--- config.mk ---
export PLATFORM = sky130hd
export DESIGN_NAME = apb_decoder
export DESIGN_NICKNAME = d
export VERILOG_FILES = /design/src/rtl/apb_decoder.sv
export SDC_FILE = /design/constraint.sdc
export NUM_CORES = 1
export LEC_CHECK = 0
export ABC_AREA = 1
export BUFFER_PORTS_ARGS = -buffer_cell sky130_fd_sc_hd__buf_2
export CAP_MARGIN = 20
export CORE_MARGIN = 10
export CORE_UTILIZATION = 36
export DETAILED_ROUTE_END_ITERATION = 10
export SETUP_SLACK_MARGIN = 0.5
export SYNTH_ARGS = -nofsm -noshare
export SYNTH_HDL_FRONTEND = slang
export SYNTH_SLANG_ARGS = --single-unit
--- constraint.sdc ---
create_clock -name clk -period 2.34 [get_ports clk]
set_input_delay 0.468 -clock clk [delete_from_list [all_inputs] [get_ports clk]]
set_output_delay 0.468 -clock clk [all_outputs]
set_load 0.005 [all_outputs]
--- src/rtl/apb_decoder.sv ---
// APB address decoder bridging one upstream APB requester to N_TGT downstream targets,
// with a per-transfer ACCESS timeout, a sticky timeout flag and a saturating error counter.
module apb_decoder #(
  parameter int N_TGT   = 4,
  parameter int TIMEOUT = 255
) (
  input  logic                  clk,
  input  logic                  rst_n,
  input  logic [31:0]           s_paddr,
  input  logic                  s_psel,
  input  logic                  s_penable,
  input  logic                  s_pwrite,
  input  logic [31:0]           s_pwdata,
  output logic [31:0]           s_prdata,
  output logic                  s_pready,
  output logic                  s_pslverr,
  output logic [N_TGT-1:0]      m_psel,
  output logic                  m_penable,
  output logic [31:0]           m_paddr,
  output logic                  m_pwrite,
  output logic [31:0]           m_pwdata,
  input  logic [N_TGT*32-1:0]   m_prdata,
  input  logic [N_TGT-1:0]      m_pready,
  input  logic [N_TGT-1:0]      m_pslverr,
  output logic                  timeout_flag,
  output logic [7:0]            err_cnt
);

  localparam int TW = (N_TGT > 1) ? $clog2(N_TGT) : 1;
  localparam int CW = 10;

  typedef enum logic [1:0] {IDLE, MSETUP, MACCESS, RESP} state_t;

  state_t          state;
  logic [CW-1:0]   cnt;
  logic [TW-1:0]   tgt;

  logic [3:0]       addr_tgt;
  logic [TW-1:0]    addr_tgt_w;
  logic             mapped;
  logic [N_TGT-1:0] onehot;
  logic             sel_ready;
  logic             sel_err;
  logic [31:0]      sel_rdata;

  assign addr_tgt   = s_paddr[15:12];
  assign addr_tgt_w = s_paddr[12 +: TW];
  assign mapped     = (s_paddr[31:16] == 16'd0) && (32'(addr_tgt) < 32'(N_TGT));

  always_comb begin
    onehot = '0;
    for (int i = 0; i < N_TGT; i++) begin
      onehot[i] = (addr_tgt_w == TW'(i));
    end
  end

  // Response signals of the captured target only; other targets are ignored.
  always_comb begin
    sel_ready = 1'b0;
    sel_err   = 1'b0;
    sel_rdata = '0;
    for (int i = 0; i < N_TGT; i++) begin
      if (tgt == TW'(i)) begin
        sel_ready = m_pready[i];
        sel_err   = m_pslverr[i];
        sel_rdata = m_prdata[32*i +: 32];
      end
    end
  end

  always_ff @(posedge clk) begin
    if (!rst_n) begin
      state        <= IDLE;
      cnt          <= '0;
      tgt          <= '0;
      s_prdata     <= '0;
      s_pready     <= 1'b0;
      s_pslverr    <= 1'b0;
      m_psel       <= '0;
      m_penable    <= 1'b0;
      m_paddr      <= '0;
      m_pwrite     <= 1'b0;
      m_pwdata     <= '0;
      timeout_flag <= 1'b0;
      err_cnt      <= '0;
    end else begin
      case (state)
        IDLE: begin
          if (s_psel && !s_penable) begin
            m_paddr  <= s_paddr;
            m_pwrite <= s_pwrite;
            m_pwdata <= s_pwdata;
            tgt      <= addr_tgt_w;
            if (mapped) begin
              state  <= MSETUP;
              m_psel <= onehot;
              cnt    <= '0;
            end else begin
              state     <= RESP;
              s_pready  <= 1'b1;
              s_pslverr <= 1'b1;
              s_prdata  <= '0;
            end
          end
        end
        MSETUP: begin
          state     <= MACCESS;
          m_penable <= 1'b1;
        end
        // A ready in the final allowed cycle wins over the timeout.
        MACCESS: begin
          if (sel_ready) begin
            state     <= RESP;
            m_psel    <= '0;
            m_penable <= 1'b0;
            s_pready  <= 1'b1;
            s_pslverr <= sel_err;
            s_prdata  <= sel_rdata;
          end else if (cnt == CW'(TIMEOUT - 1)) begin
            state        <= RESP;
            m_psel       <= '0;
            m_penable    <= 1'b0;
            s_pready     <= 1'b1;
            s_pslverr    <= 1'b1;
            s_prdata     <= '0;
            timeout_flag <= 1'b1;
          end else begin
            cnt <= cnt + 1'b1;
          end
        end
        RESP: begin
          state     <= IDLE;
          s_pready  <= 1'b0;
          s_pslverr <= 1'b0;
          s_prdata  <= '0;
          if (s_pslverr && (err_cnt != 8'hFF)) begin
            err_cnt <= err_cnt + 8'd1;
          end
        end
        default: state <= IDLE;
      endcase
    end
  end

endmodule

# --- Word level (Yosys, flattened, before mapping) ---
# Cells that the tools add are included.
word_totals:
  rom_bits: 0
  wordCells: 95
  output_inout_bits: 113
  latch_bits: 0
  inputBits: 205
  mem_bits_rw: 0
  n_memories: 0
  ff_bits: 127
classes:
  mux: 42
  n_div: 0
  magnitude_cmp: 1
  eq_ne: 17
  multipliers: 0
  shifts: 0
  bitwise: 1
  addsub: 2
  n_reduce_logical: 19
ops:
  columns: ["cell", "n"]
  rows:
  - ["32-bit 2-to-1 mux", 8]
  - ["32-bit one-hot mux with 3 select lines", 1]
  - ["10-bit 2-to-1 mux", 4]
  - ["10-bit one-hot mux with 2 select lines", 1]
  - ["16-bit logical NOT", 1]
  - ["4-bit 2-to-1 mux", 4]
  - ["1-bit 2-to-1 mux", 15]
  - ["2-bit == test, second input constant", 6]
  - ["10-bit by 1-bit adder with 10-bit output, second input constant", 1]
  - ["10-bit by 8-bit == test with 1-bit output, second input constant", 1]
  - ["2-bit != test, second input constant", 5]
  - ["8-bit by 1-bit adder with 8-bit output, second input constant", 1]
  - ["2-bit 2-to-1 mux", 4]
  - ["8-bit != test, second input constant", 1]
  - ["2-bit one-hot mux with 4 select lines", 1]
  - ["4-bit one-hot mux with 2 select lines", 1]
  - ["2-bit AND reduction", 4]
  - ["4-bit AND reduction", 2]
  - ["2-bit by 1-bit == test with 1-bit output, second input constant", 3]
  - ["2-bit logical NOT", 3]
  - ["1-bit one-hot mux with 3 select lines", 2]
  - ["5-bit AND reduction", 1]
  - ["4-bit by 3-bit < comparator with 1-bit output, second input constant", 1]
  - ["2-bit nonzero test", 2]
  - ["other kinds (7)", 9]

# --- Logic depth before layout (Yosys ltp) ---
logic_depth:
  depth_word: 7
  ltp_mapped: 12
  ltp_nobuf: 11

# --- Worst setup path before layout ---
# No wires, ideal clock.
synth_timing:
  path_type: "reg2reg"
  start: "register state[0]"
  end: "register s_prdata[12]"
  n_path_buf: 1
  required_time_ns: 2.212
  slack_ns: 0.655
  period_less_slack_ns: 1.685
  stages_incl_launch_ff: 10
  arrival_ns: 1.557
  setup_ns: 0.128
  path_cell_list: "dfxtp_1 inv_1 ha_1 inv_1 a21oi_1 nor2_1 clkbuf_1 nand4_1 nand2_1 nor2_1"
synth_between:
  elab_chain_len: 3
  elab_cells_between_ends: 9
  classes_between: "5 x eq/ne; 1 x mux; 3 x reduce/logical"
synth_rtl:
  columns: ["element", "line_no", "source"]
  rows:
  - ["from (decl)", "34", "state_t state;"]
  - ["from (signal assigned)", "73", "state <= IDLE;"]
  - ["from (signal assigned)", "95", "state <= MSETUP;"]
  - ["from (signal assigned)", "99", "state <= RESP;"]
  - ["2-bit == test or 2-bit logical NOT (tied branches)", "87", "case (state)"]
  - ["3-bit != test (no source line) (tied with other cells)", null, null]
  - ["4-bit AND reduction (no source line)", null, null]
  - ["to (signal assigned)", "118", "s_prdata <= sel_rdata;"]
  - ["to (decl)", "14", "output logic [31:0] s_prdata,"]
# Several ways; a longest one is shown, not always the timed one.
# A chain may end at the register's enable or synchronous reset.

# --- Worst setup path after layout ---
layout_timing:
  start: "register state[1]"
  end: "register cnt[8]"
layout_between:
  elab_chain_len: 3
  elab_cells_between_ends: 9
  classes_between: "5 x eq/ne; 1 x mux; 3 x reduce/logical"
layout_rtl:
  columns: ["element", "line_no", "source"]
  rows:
  - ["2-bit == test or 2-bit logical NOT (tied branches)", "87", null]
  - ["2-bit != test (no source line) or 2-bit nonzero test (tied branches)", null, null]
  - ["5-bit AND reduction (no source line)", null, null]
  - ["to (signal assigned)", "128", "cnt <= cnt + 1'b1;"]
  - ["to (decl)", "35", "logic [CW-1:0] cnt;"]
# Several ways; a longest one is shown, not always the timed one.

==> impl_metrics.tcl <==
set metrics [dict create \
    status "complete, no violations" \
    crit_start "state[1]$_SDFFE_PN0P_" \
    grt_pass1_vias 7123 \
    path_clk_slew_ps 60 \
    io_buffers 317 \
    peakVddDrop_uv 629.2 \
    busiest_layer "met2" \
    cp.required_ps 2670 \
    cpPeakStageDelay_ps 400 \
    power.density_nw_per_um2 998.1 \
    final_nets 1548 \
    cts-buffers-inserted 17 \
    grt_usage 0.1975 \
    p_total_w 0.009227 \
    synthArstFlopShare 0 \
    cp_cell_sequence "inv_2 > ha_4 > inv_1 > a21oi_2 > inv_2 > nand2_1 > nor2_4 > nand3_1 > a21oi_1" \
    endpoint_kind "register" \
    drt-pass1-iter-count 5 \
    start_util 0.3647 \
    drc_errors 0 \
    cts-root-buf "clkbuf_16" \
    slew_violations 0 \
    slew-limit-headroom 0.4581 \
    syn-num-nets 1233 \
    via_per_inst 4.736 \
    hpwl_mm 19.33 \
    synth-edff-count 0 \
    grt_util_met1 0.2375 \
    ios 318 \
    cts_buffer_depth 2 \
    antenna_found_initial 1 \
    tightest_slew_ps 812.0 \
    synth_top_area_cell "dfxtp_1" \
    grt_max_degree 56 \
    ys.flop_type "dfxtp_1" \
    grt_util_met2 0.3132 \
    ys_warn_count 0 \
    die_x_um 154.9 \
    critPathArrivalTime_ps 2100 \
    wl_per_cell_um 16.29 \
    rsz0062_at_grt "yes" \
    ys_seq_area_frac 0.3820 \
    dieArea_um2 23990 \
    setup_violations 0 \
    crit_path_max_fanout 10 \
    reg2reg_slack_ps 570 \
    hold_viol 0 \
    ant_nets 0 \
    gp_congestion 0.8540 \
    hold_class "input pin to register" \
    htree_num_levels 4 \
    synth_area_leaders "dfxtp_1 (38%), nand2_1 (12%), inv_1 (9.2%)" \
    die_h_um 154.9 \
    post-route-period-util 0.7565 \
    synth_most_common_cell "nand2_1" \
    period_needed_ps 1770 \
    ys_ff_latch 125 \
    gr-total-overflow 0 \
    postRouteWirelength_mm 25.71 \
    crit_slowest_cell "dfxtp_1" \
    design_area_um2 9244 \
    grt.met3_usage 0.09457 \
    num_vias 7473 \
    area_growth_syn_to_layout_pct 41.10 \
    std_cell_rows 49 \
    min_from "s_pwdata[15]" \
    synth.cell_area_um2 6551 \
    skew_ps 5.319 \
    fin_ws_ps 569.9 \
    place_ws_ps 319.0 \
    max_freq_mhz 564.9 \
    finalSetupTns_ps 0 \
    start_kind "register" \
    fp.coreArea_um2 17960 \
    first_iter_violations 299 \
    synthTopCellsByCount "nand2_1 (216), inv_1 (160), nor2_1 (127), dfxtp_1 (125), a21oi_1 (104)" \
    antenna_cells 0 \
    drv_cap 0 \
    grt_pass1_wl_mm 38.45 \
    cts_num_sinks 125 \
    cp_common_cell "inv_2" \
    synthCells 1021 \
    avgSynthCellArea_um2 6.417 \
    cts_tree "built" \
    clock_latency_ps 410 \
    static-leakage-power_nw 4.562 \
    synth_cell_type_count 31 \
    drive_above_1_share 0.3143 \
    r2r-start "state[1]$_SDFFE_PN0P_" \
    dpl_cell_area_um2 8381 \
    synth.top_cell.area_share 0.3820 \
    critPathKind "register to register" \
]
==> repair_timing <==
| action | 4_1_cts | 5_1_grt |
|---|---|---|
| buffers inserted | 0 | 5 |
| cloned | 0 | 6 |
| setup endpoints to repair | 91 | 104 |
| hold buffers | 0 | 0 |
| pin swaps | 0 | 6 |
| gates resized for setup | 9 | 33 |
| hold endpoints to repair | 0 | 0 |
==> registers in the layout, summed over array words and instances, names as in the netlist <==
signal	count
m_pwrite	1
cnt	10
s_prdata	32
m_psel	4
err_cnt	8
s_pslverr	1
m_pwdata	32
m_penable	1
s_pready	1
state	2
m_paddr	32
timeout_flag	1
==> metrics by stage <==
stage	hold slack [ps]	instances	utilization
final	325.2	1578	0.5146
after global routing	326.7	1578	0.5146
after CTS	313.9	1567	0.4978
after detailed placement	431.3	1535	0.4665
after global placement	427.8	1535	0.4665
after floorplan	440.2	1021	-
==> critical path, delay by kind of cell (launching register included) <==
kind            cells  cell delay [ps]
buf+inv             3              330
fa+ha+maj           1              180
compound gates      2              230
simple gates        3              530
flops               1              400
==> path summary, 6_finish.rpt <==
| path | endpoint | cells after the start |
|---|---|---|
| max | cnt[8]$_SDFFE_PN0P_ | 9 |
| min | m_pwdata[15]$_SDFFE_PN0P_ | 3 |
| max reg2reg | cnt[8]$_SDFFE_PN0P_ | 9 |
| min reg2reg | m_paddr[29]$_SDFFE_PN0P_ | 2 |
==> power breakdown <==
part / internal (W) / leakage (nW) / switching (W) / total, W
Clock: 0.00137 / 0.259 / 0.00105 / 0.00242
Combinational: 0.00163 / 3.28 / 0.00231 / 0.00395
Sequential: 0.00261 / 1.03 / 0.000255 / 0.00286
==> metal layers <==
metal	wire [um]	up-vias
met5	7	-
met4	218	2
met3	2921	14
met2	11630	298
met1	10930	3295
li1	-	3864
==> layout make-up <==
cell class / count / area, um^2
clock buffers: 18 / 429.2
clock inverters: 14 / 107.6
fillers: 1864 / 8720
inverters: 166 / 626.9
multi-input cells: 674 / 3301
flip-flops and latches: 125 / 2507
well taps: 229 / 286.5
repair buffers: 352 / 1986
==> placed cells by master, fill, tap and decap left out, types with 8 or more instances in the layout <==
cell type    n
buf_2      317
nand2_1    214
inv_1      156
nor2_1     124
dfxtp_1    123
a21oi_1    100
o21ai_0     90
nand3_1     52
nand4_1     28
buf_4       24
clkbuf_16   20
inv_2        9
o21a_1       8
==> cell families after synthesis <==
family / Yosys count / share of synthesized area
and+or+nand+nor: 443 / 0.2853
buffers and inverters: 224 / 0.1373
AOI/OAI and AO/OA: 218 / 0.1767
DFF: 125 / 0.3820
adders and majority gates: 7 / 0.01337
xor gates and xnor gates: 4 / 0.005349
(Power assumes the default switching activity.)
